File: config.mk
export PLATFORM = sky130hd
export DESIGN_NAME = avr_ctrl
export DESIGN_NICKNAME = d
export VERILOG_FILES = /design/src/rtl/avr_pkg.sv /design/src/rtl/avr_ctrl_decode.sv /design/src/rtl/avr_ctrl.sv
export SDC_FILE = /design/constraint.sdc
export NUM_CORES = 1
export LEC_CHECK = 0
export ABC_AREA = 1
export BUFFER_PORTS_ARGS = -buffer_cell sky130_fd_sc_hd__buf_2
export CORE_ASPECT_RATIO = 1.5
export CORE_MARGIN = 3
export CORE_UTILIZATION = 53
export CTS_CLUSTER_DIAMETER = 50
export DETAILED_ROUTE_END_ITERATION = 6
export PLACE_DENSITY = 0.82
export SLEW_MARGIN = 20
export SYNTH_ARGS = -nofsm -noshare
export SYNTH_HDL_FRONTEND = slang
export SYNTH_HIERARCHICAL = 1
export SYNTH_SLANG_ARGS = --single-unit
File: constraint.sdc
create_clock -name CLK -period 2.3 [get_ports CLK]
set_input_delay 0.345 -clock CLK [delete_from_list [all_inputs] [get_ports CLK]]
set_output_delay 0.345 -clock CLK [all_outputs]
set_load 0.05 [all_outputs]
File: src/rtl/avr_pkg.sv
// Shared definitions for the AVR sequencing controller: PC select codes,
// controller states, instruction classes and opcode match masks.
package avr_pkg;

   // Fetch PC select encodings
   localparam logic [2:0] PC_ZERO = 3'b000;
   localparam logic [2:0] PC_HOLD = 3'b001;
   localparam logic [2:0] PC_INC1 = 3'b010;
   localparam logic [2:0] PC_INC2 = 3'b011;
   localparam logic [2:0] PC_REL  = 3'b100;
   localparam logic [2:0] PC_ABS  = 3'b101;

   typedef enum logic [2:0] {
      ST_BOOT, ST_RUN, ST_WORD2, ST_MEM, ST_SKIP, ST_HALT
   } state_t;

   typedef enum logic [2:0] {
      CL_NONE, CL_ALU, CL_RJMP, CL_BRANCH, CL_JMP, CL_LDST, CL_SBR, CL_HALT
   } iclass_t;

   // Opcode match masks / values (instr & MASK) == VAL
   localparam logic [15:0] MASK_ADDC = 16'hEC00;  // ADD / ADC 000x11
   localparam logic [15:0] VAL_ADDC  = 16'h0C00;
   localparam logic [15:0] MASK_SUB  = 16'hFC00;  // SUB 000110
   localparam logic [15:0] VAL_SUB   = 16'h1800;
   localparam logic [15:0] MASK_NIB  = 16'hF000;  // top-nibble opcodes
   localparam logic [15:0] VAL_SUBI  = 16'h5000;
   localparam logic [15:0] VAL_LDI   = 16'hE000;
   localparam logic [15:0] VAL_RJMP  = 16'hC000;
   localparam logic [15:0] MASK_BR   = 16'hF800;  // BRBS / BRBC
   localparam logic [15:0] VAL_BR    = 16'hF000;
   localparam logic [15:0] MASK_JMP  = 16'hFE0E;  // JMP
   localparam logic [15:0] VAL_JMP   = 16'h940C;
   localparam logic [15:0] MASK_JC   = 16'hFE0C;  // JMP or CALL
   localparam logic [15:0] VAL_JC    = 16'h940C;
   localparam logic [15:0] MASK_LDST = 16'hFC0F;  // LDS / STS
   localparam logic [15:0] VAL_LDST  = 16'h9000;
   localparam logic [15:0] MASK_SBR  = 16'hFC08;  // SBRC / SBRS
   localparam logic [15:0] VAL_SBR   = 16'hFC00;
   localparam logic [15:0] OP_SLEEP  = 16'h9588;
   localparam logic [15:0] OP_BREAK  = 16'h9598;

   function automatic logic op_match(input logic [15:0] instr,
                                     input logic [15:0] mask,
                                     input logic [15:0] val);
      return (instr & mask) == val;
   endfunction

endpackage

File: src/rtl/avr_ctrl_decode.sv
// Combinational instruction decode: class, register address, relative
// jump offset and two-word flag (used when skipping an instruction).
module avr_ctrl_decode
   import avr_pkg::*;
(
   input  logic [15:0] instr,
   output iclass_t     iclass,
   output logic [4:0]  rd_addr,
   output logic [15:0] rel_off,
   output logic        two_word
);

   // Classify the instruction word; SLEEP/BREAK checked first
   always_comb begin
      iclass = CL_NONE;
      if (instr == OP_SLEEP || instr == OP_BREAK)
         iclass = CL_HALT;
      else if (op_match(instr, MASK_ADDC, VAL_ADDC) || op_match(instr, MASK_SUB, VAL_SUB) ||
               op_match(instr, MASK_NIB, VAL_SUBI) || op_match(instr, MASK_NIB, VAL_LDI))
         iclass = CL_ALU;
      else if (op_match(instr, MASK_NIB, VAL_RJMP))
         iclass = CL_RJMP;
      else if (op_match(instr, MASK_BR, VAL_BR))
         iclass = CL_BRANCH;
      else if (op_match(instr, MASK_JMP, VAL_JMP))
         iclass = CL_JMP;
      else if (op_match(instr, MASK_LDST, VAL_LDST))
         iclass = CL_LDST;
      else if (op_match(instr, MASK_SBR, VAL_SBR))
         iclass = CL_SBR;
   end

   // Register address, offsets (+1 folds in the PC increment) and length
   always_comb begin
      if (instr[14] && instr[15:12] != 4'hF)
         rd_addr = {1'b1, instr[7:4]};
      else
         rd_addr = instr[8:4];
      if (instr[15:12] == 4'hC)
         rel_off = {{4{instr[11]}}, instr[11:0]} + 16'd1;
      else
         rel_off = {{9{instr[9]}}, instr[9:3]} + 16'd1;
      two_word = op_match(instr, MASK_JC, VAL_JC) || op_match(instr, MASK_LDST, VAL_LDST);
   end

endmodule

File: src/rtl/avr_ctrl.sv
// AVR fetch/execute sequencing controller: drives PC select, register
// write-back strobes and a handshaked data-memory port.
module avr_ctrl
   import avr_pkg::*;
(
   input  logic        CLK,
   input  logic        RST,
   input  logic [15:0] instr,
   input  logic [7:0]  sreg,
   input  logic [7:0]  rd_data,
   input  logic        mem_ack,
   output logic [2:0]  pc_src,
   output logic [15:0] jmp,
   output logic [4:0]  rd_addr,
   output logic        reg_we,
   output logic        wb_sel,
   output logic        mem_req,
   output logic        mem_we,
   output logic [15:0] mem_addr,
   output logic        halted
);

   state_t      state_reg, state_next;
   logic [4:0]  rd_lat_reg, rd_lat_next;
   logic        we_flag_reg, we_flag_next;
   logic        jmp_flag_reg, jmp_flag_next;
   logic [15:0] mem_addr_reg, mem_addr_next;

   iclass_t     dec_class;
   logic [4:0]  dec_rd_addr;
   logic [15:0] dec_rel_off;
   logic        dec_two_word;

   avr_ctrl_decode u_decode (
      .instr    (instr),
      .iclass   (dec_class),
      .rd_addr  (dec_rd_addr),
      .rel_off  (dec_rel_off),
      .two_word (dec_two_word)
   );

   // State and latched second-word context
   always_ff @(posedge CLK) begin
      if (RST) begin
         state_reg    <= ST_BOOT;
         rd_lat_reg   <= '0;
         we_flag_reg  <= 1'b0;
         jmp_flag_reg <= 1'b0;
         mem_addr_reg <= '0;
      end else begin
         state_reg    <= state_next;
         rd_lat_reg   <= rd_lat_next;
         we_flag_reg  <= we_flag_next;
         jmp_flag_reg <= jmp_flag_next;
         mem_addr_reg <= mem_addr_next;
      end
   end

   // Next-state and output decode; reset forces all outputs quiet
   always_comb begin
      state_next    = state_reg;
      rd_lat_next   = rd_lat_reg;
      we_flag_next  = we_flag_reg;
      jmp_flag_next = jmp_flag_reg;
      mem_addr_next = mem_addr_reg;
      pc_src        = PC_INC1;
      jmp           = '0;
      rd_addr       = '0;
      reg_we        = 1'b0;
      wb_sel        = 1'b0;
      mem_req       = 1'b0;
      mem_we        = 1'b0;
      mem_addr      = mem_addr_reg;
      halted        = 1'b0;
      case (state_reg)
         ST_BOOT: begin
            pc_src     = PC_ZERO;
            state_next = ST_RUN;
         end
         ST_RUN: begin
            rd_addr = dec_rd_addr;
            case (dec_class)
               CL_ALU: reg_we = 1'b1;
               CL_RJMP: begin
                  pc_src = PC_REL;
                  jmp    = dec_rel_off;
               end
               CL_BRANCH: begin
                  if (sreg[instr[2:0]] == ~instr[10]) begin
                     pc_src = PC_REL;
                     jmp    = dec_rel_off;
                  end
               end
               CL_JMP: begin
                  jmp_flag_next = 1'b1;
                  state_next    = ST_WORD2;
               end
               CL_LDST: begin
                  jmp_flag_next = 1'b0;
                  rd_lat_next   = dec_rd_addr;
                  we_flag_next  = instr[9];
                  state_next    = ST_WORD2;
               end
               CL_SBR: begin
                  if (rd_data[instr[2:0]] == instr[9])
                     state_next = ST_SKIP;
               end
               CL_HALT: begin
                  pc_src     = PC_HOLD;
                  state_next = ST_HALT;
               end
               default: ;
            endcase
         end
         ST_WORD2: begin
            if (jmp_flag_reg) begin
               pc_src     = PC_ABS;
               jmp        = instr;
               state_next = ST_RUN;
            end else begin
               rd_addr       = rd_lat_reg;
               mem_addr_next = instr;
               state_next    = ST_MEM;
            end
         end
         ST_MEM: begin
            pc_src  = PC_HOLD;
            rd_addr = rd_lat_reg;
            mem_req = 1'b1;
            mem_we  = we_flag_reg;
            if (mem_ack) begin
               reg_we     = ~we_flag_reg;
               wb_sel     = ~we_flag_reg;
               state_next = ST_RUN;
            end
         end
         ST_SKIP: begin
            pc_src     = dec_two_word ? PC_INC2 : PC_INC1;
            state_next = ST_RUN;
         end
         ST_HALT: begin
            pc_src = PC_HOLD;
            halted = 1'b1;
         end
         default: begin
            pc_src     = PC_ZERO;
            state_next = ST_BOOT;
         end
      endcase
      if (RST) begin
         pc_src   = PC_ZERO;
         jmp      = '0;
         rd_addr  = '0;
         reg_we   = 1'b0;
         wb_sel   = 1'b0;
         mem_req  = 1'b0;
         mem_we   = 1'b0;
         mem_addr = '0;
         halted   = 1'b0;
      end
   end

endmodule

* Word level (Yosys, flattened, before mapping)
Cells that the tools add are included.
** Storage, ports and cells
- Bits in latches :: 0
- Input port bits :: 35
- Register bits after elaboration :: 26
- Bits in read-only memories :: 0
- Output and inout bits :: 45
- Memories :: 0
- Bits in writable memories :: 0
** Cells by class
- Reductions and logical operators :: 15
- Shift-type cells :: 0
- Div/mod/pow operators :: 0
- Bitwise operators :: 4
- Order comparisons :: 1
- Add/sub/neg operators :: 2
- Mux-type cells :: 46
- Eq/ne operators :: 30
- Multipliers :: 0
** Operators with widths (number)
- $mux W16 :: 5
- $pmux W16 S2 :: 2
- $mux W3 :: 12
- $eq A16 B16 Y1 const B :: 2
- $eq A10 B10 Y1 const B :: 2
- $eq A3 B3 Y1 const B :: 6
- $pmux W3 S3 :: 2
- $mux W5 :: 3
- $pmux W3 S5 :: 1
- $pmux W5 S3 :: 1
- $mux W1 :: 14
- $add A12 B2 Y13 const B :: 1
- $eq A3 B2 Y1 const B :: 4
- $pmux W3 S4 :: 1
- $eq A9 B9 Y1 const B :: 1
- $add A7 B2 Y8 const B :: 1
- $eq A4 B4 Y1 const B :: 2
- $eq A7 B7 Y1 const B :: 1
- $bmux W1 S3 :: 2
- $eq A3 B1 Y1 const B :: 2
- $eq A6 B3 Y1 const B :: 1
- $reduce_and A2 Y1 :: 3
- $reduce_or A2 Y1 :: 3
- $eq A5 B2 Y1 const B :: 1
- 16 further kinds :: 25

* Longest topological paths before layout
- Word-level depth :: 12
- Gate-level depth with buffers :: 13
- Gate-level depth less buffers :: 13

* By module
The synthesis kept the hierarchy.
** Modules (own cells, without submodules)
- avr_ctrl :: cells an instance 323, area an instance 1929.4 um^2, times used 1, seq. area each 520.5 um^2
- avr_ctrl_decode :: cells an instance 148, area an instance 755.7 um^2, times used 1, seq. area each 0.0 um^2

* Worst setup path before layout
OpenSTA, ideal clock, no wires.
- Path type :: in2out
- Start point :: in instr[0]
- End point :: out pc_src[2]
- Data required time :: 1955 ps
- Buffers on the path :: 1
- Setup slack :: -551 ps
- Data arrival time :: 2506 ps
- Cell stages on the path :: 12
- Path through :: inv_1 -> ha_1 -> nand4_1 -> nor2_1 -> nand2_1 -> nand4_1 -> inv_1 -> nand3_2 -> o21ai_2 -> buf_2 -> nand3_1 -> a21oi_1
** On the way
- Cells in the longest elaborated chain, start to end :: 11
- Elaborated cells on any way between the ends :: 20
- Classes of those cells :: eq/ne (7); mux (12); reduce/logical (1)
** RTL lines
- from (decl) :: RTL line avr_ctrl.sv:8 : input logic [15:0] instr,
- $eq A10 B10 Y1 :: RTL line avr_pkg.sv:46 : return (instr & mask) == val;
- $mux W3 :: RTL line avr_ctrl_decode.sv:27 : else if (op_match(instr, MASK_LDST, VAL_LDST))
- $mux W3 :: RTL line avr_ctrl_decode.sv:25 : else if (op_match(instr, MASK_JMP, VAL_JMP))
- $mux W3 :: RTL line avr_ctrl_decode.sv:23 : else if (op_match(instr, MASK_BR, VAL_BR))
- $mux W3 :: RTL line avr_ctrl_decode.sv:21 : else if (op_match(instr, MASK_NIB, VAL_RJMP))
- $mux W3 :: RTL line avr_ctrl_decode.sv:18 : else if (op_match(instr, MASK_ADDC, VAL_ADDC) || op_match(instr, MASK_SUB, VAL_SUB) ||
- $mux W3 (*) :: RTL line avr_ctrl_decode.sv:16 : if (instr == OP_SLEEP || instr == OP_BREAK)
- named net dec_class[2] :: RTL line avr_ctrl.sv:29 : iclass_t dec_class;
- $eq A3 B3 Y1 or $eq A3 B2 Y1 (tied branches) :: RTL line avr_ctrl.sv:82 : case (dec_class)
- $pmux W3 S3 (*) :: RTL line avr_ctrl.sv:82
- $pmux W3 S4 (*) :: RTL line avr_ctrl.sv:75 : case (state_reg)
- $mux W3 (*) :: RTL line avr_ctrl.sv:150 : if (RST) begin
- to (decl) :: RTL line avr_ctrl.sv:12 : output logic [2:0] pc_src,
The timed path passes the listed nets; every way through them passes the cells marked *. The select of a mux whose other input is x is not followed.

* Final worst setup path
- Start point :: in instr[1]
- End point :: out jmp[13]
** On the way
- Cells in the longest elaborated chain, start to end :: 11
- Elaborated cells on any way between the ends :: 22
- Classes of those cells :: add/sub (1); eq/ne (7); mux (13); reduce/logical (1)
** RTL lines
- $eq A10 B10 Y1 :: RTL line avr_pkg.sv:46
- $mux W3 :: RTL line avr_ctrl_decode.sv:27
- $mux W3 :: RTL line avr_ctrl_decode.sv:25
- $mux W3 :: RTL line avr_ctrl_decode.sv:23
- $mux W3 :: RTL line avr_ctrl_decode.sv:21
- $mux W3 :: RTL line avr_ctrl_decode.sv:18
- $mux W3 (*) :: RTL line avr_ctrl_decode.sv:16
- named net dec_class[1] :: RTL line avr_ctrl.sv:29
- $eq A3 B2 Y1 :: RTL line avr_ctrl.sv:82
- $pmux W16 S2 (*) :: RTL line avr_ctrl.sv:82
- $pmux W16 S2 (*) :: RTL line avr_ctrl.sv:75
- $mux W16 (*) :: RTL line avr_ctrl.sv:150
- to (decl) :: RTL line avr_ctrl.sv:13 : output logic [15:0] jmp,
Marked as above.

==> qor.csv <==
metric,value,unit
status,"complete, but fails checks",
failing checks,setup timing,
Cells after Synth,471,
final setup fails,20,
final worst slack,-255,ps
"Seq/Total Area, Yosys",19.4,%
GPL Wtd Cong,0.949,
Achievable Freq,0.391,GHz
Final #Nets,642,
final-layout fill cell count,281,
Crit path max-delay family,simple AND/OR/NAND/NOR gates,
grt met1 use,36.6,%
WS Path Type,in2out,
Die Area,5970,µm²
GRT busiest layer,met2,
RSZ-0062 raised after global routing,true,
post-route cell area,4180,µm²
worst vdd ir,0.000278,V
Yosys top cell by area,dfxtp_1,
hpwl dp,7130,µm
r2r setup slk,660,ps
Die Width,64.1,µm
DRT Pass-1 Iters,5,
Sw Share,51.9,%
Post-Syn Nets,509,
gr ovfl total,0,
initial antenna violation count,0,
DR WL/cell,16.7,µm
Worst-Skew Late Latency,270,ps
placed instance area,3740,µm²
Antenna diodes,0,
Hold Path Stages,2,
P_sw,1.29,mW
Area Growth Syn to Fin,55.8,%
io pins,80,
Worst-path clk slew,80,ps
share of layout cells above drive strength 1,38.5,%
CTS buffer count,3,
final hold vios,0,
Final ANT Viol Nets,0,
Pleak,1.98,nW
Comb pwr share,64.5,%
Max Clock Skew,2.68,ps
routing usage on met3,4.21,%
post-cts hold buffer count,0,
number of port buffers,79,
data arrival time of the critical path,2210,ps
Ys Warns,6,
Post-Route WL,11200,µm
CP max-delay cell,a21oi_4,
syn avg cell area,5.70,µm²
chip height,93.2,µm
Hold Path Class,in2reg,
Hold EP,state_reg[1]$_SDFFE_PP0P_,
Buf/Inv on CP,5,
#FFs+latches synth,26,
hold_ws,352,ps
power share of the sequential group,25.4,%
CP cell instances,"buf_12, inv_12, ha_4, nand4_1, nor2_1, nand2_2, buf_6, nand3_4, nand2_4, o21ai_4, buf_6, nand3b_1, a21oi_4, buf_6",
Initial Utilization,55.4,%
CP max stage delay,210,ps
Setup TNS,-3730,ps
CP endpoint kind,output port,
gr usage total,33.3,%
Worst Tran Pin Value,406,ps
Internal Pwr Total,1.20,mW
first-pass GRT wire length,16000,µm
Pins Over Slew Limit,0,
Power Density,594,nW/µm²
Crit Path Max Fanout,9,
Synth Cell Area,2690,µm²
library cells used by synthesis,37,
max reg flops,16,
Root Driver,clkbuf_8,
R2R depth,9,
clock sink total,26,
Clk pwr share,10.2,%
period utilization,111,%
fin crit period,2550,ps
Max Cap Viol,0,
post-synth top area share,19.4,%
Core Box Area,4850,µm²
crit-path most repeated cell,buf_6,
Vias per Instance,5.78,
# H-tree levels,1,
DRC,0,
R2R Path End,state_reg[0]$_SDFFE_PP0P_,
CTS tree,yes,
Rel. slew slack,72.7,%
launch point of the worst reg-to-reg path,state_reg[0]$_SDFFE_PP0P_,
Via Count,3863,
WP data required,1960,ps
GRT met2 Usage,61.2,%
"top cells by area, synth","dfxtp_1 (19%), nand2_1 (16%), inv_1 (9.4%), a21oi_1 (8.2%), nor2_1 (7.8%)",
Rows,31,
vias in the first global route,3509,
min-delay src,RST,
initial DRC count,451,
largest net degree at the start of global routing,47,
CTS max path bufs,2,
critical path launch point type,input pin,
cells in the mapped netlist:
| cell | count |
|---|---|
| xor2_1 | 2 |
| buf_1 | 1 |
| nand3_1 | 34 |
| dfxtp_1 | 26 |
| nand4_2 | 1 |
| o21a_1 | 1 |
| o2bb2ai_1 | 1 |
| nor3_1 | 6 |
| o211ai_1 | 1 |
| clkbuf_1 | 9 |
| nand3b_1 | 17 |
| nor3_2 | 1 |
| ha_1 | 3 |
| a31o_2 | 1 |
| inv_2 | 5 |
| nand3_4 | 2 |
| a22oi_1 | 5 |
| nor2_2 | 3 |
| a21oi_1 | 44 |
| buf_6 | 2 |
| nand2_1 | 114 |
| nor3_4 | 1 |
| and3_1 | 1 |
| nand4_1 | 8 |
| buf_2 | 2 |
| inv_1 | 67 |
| nand3_2 | 5 |
| buf_8 | 1 |
| nand2_2 | 7 |
| xnor2_1 | 1 |
| o21ai_2 | 1 |
| nor2_1 | 56 |
| or2_2 | 1 |
| a41oi_1 | 1 |
| o21ai_1 | 1 |
| buf_4 | 9 |
| o21ai_0 | 30 |
timing repair:
item,4_1_cts,5_1_grt
setup endpoints to repair,19,25
setup buffers,12,2
gates resized for setup,74,28
gates cloned,1,0
pin swaps,8,12
cell families after synthesis:
kind of cell	Yosys count	share of synthesized area [%]
compound gates	86	17.2
xor+xnor	3	0.979
fa+ha+maj	3	1.40
buf+inv	96	15.7
flops	26	19.4
simple gates	257	45.2
power by group through the flow:
stage | sequential [mW] | clock (mW) | combinational [mW]
after CTS | 0.630 | 0.255 | 1.51
final | 0.630 | 0.253 | 1.60
after floorplan | 0.625 | 0 | 1.10
after global routing | 0.645 | 0.273 | 1.73
after global placement | 0.631 | 0 | 1.41
after detailed placement | 0.641 | 0 | 1.45
cells in the final DEF, fill, tap and decap left out, types with 3 or more instances in the layout:
cell type / instances
buf_4: 68
nand3_4: 5
nor2_1: 48
nand2_4: 3
buf_6: 28
nand3_2: 7
nand3_1: 29
nand3b_1: 17
nor2_2: 9
dfxtp_1: 26
nand4_1: 8
a21oi_1: 26
nor3_1: 3
inv_1: 58
inv_2: 10
buf_2: 51
nand2_2: 7
a21oi_4: 17
nand2_1: 111
clkbuf_8: 3
a22oi_1: 5
o21ai_0: 29
nor3_2: 4
worst max path at each step:
stage	startpoint	endpoint	slack (ps)	cells past startpoint
final	instr[1]	jmp[13]	-250	14
after global placement	instr[0]	jmp[6]	-190	12
after global routing	instr[0]	pc_src[1]	-350	16
after floorplan	instr[1]	jmp[13]	-20	12
after CTS	instr[1]	pc_src[2]	-90	15
after detailed placement	instr[13]	pc_src[2]	-240	13
per-stage QoR:
| step | util (%) | setup slack (ps) | power, mW | std cells |
|---|---|---|---|---|
| 4_1_cts | 85.3 | -89.7 | 2.40 | 668 |
| 6_report | 86.3 | -255 | 2.49 | 668 |
| 5_1_grt | 86.3 | -351 | 2.65 | 668 |
| 2_1_floorplan | - | -19.8 | 1.72 | 471 |
| 3_3_place_gp | 77.2 | -194 | 2.05 | 652 |
| 3_5_place_dp | 77.2 | -238 | 2.09 | 652 |
final cells by class:
class | instances | area (µm²) | share of cell area [%]
clock buffers | 3 | 41.3 | 0.987
multi-input cells | 349 | 2080 | 49.7
well taps | 66 | 82.6 | 1.97
repair buffers | 152 | 1160 | 27.7
inverters | 72 | 300 | 7.18
flip-flops and latches | 26 | 520 | 12.4
layer usage:
layer,share of wire [%],vias to the layer above
met5,0,-
met2,50,239
met3,8.2,88
met1,35,1763
met4,7.4,0
li1,-,1773
Power figures use the tool's default switching activity.
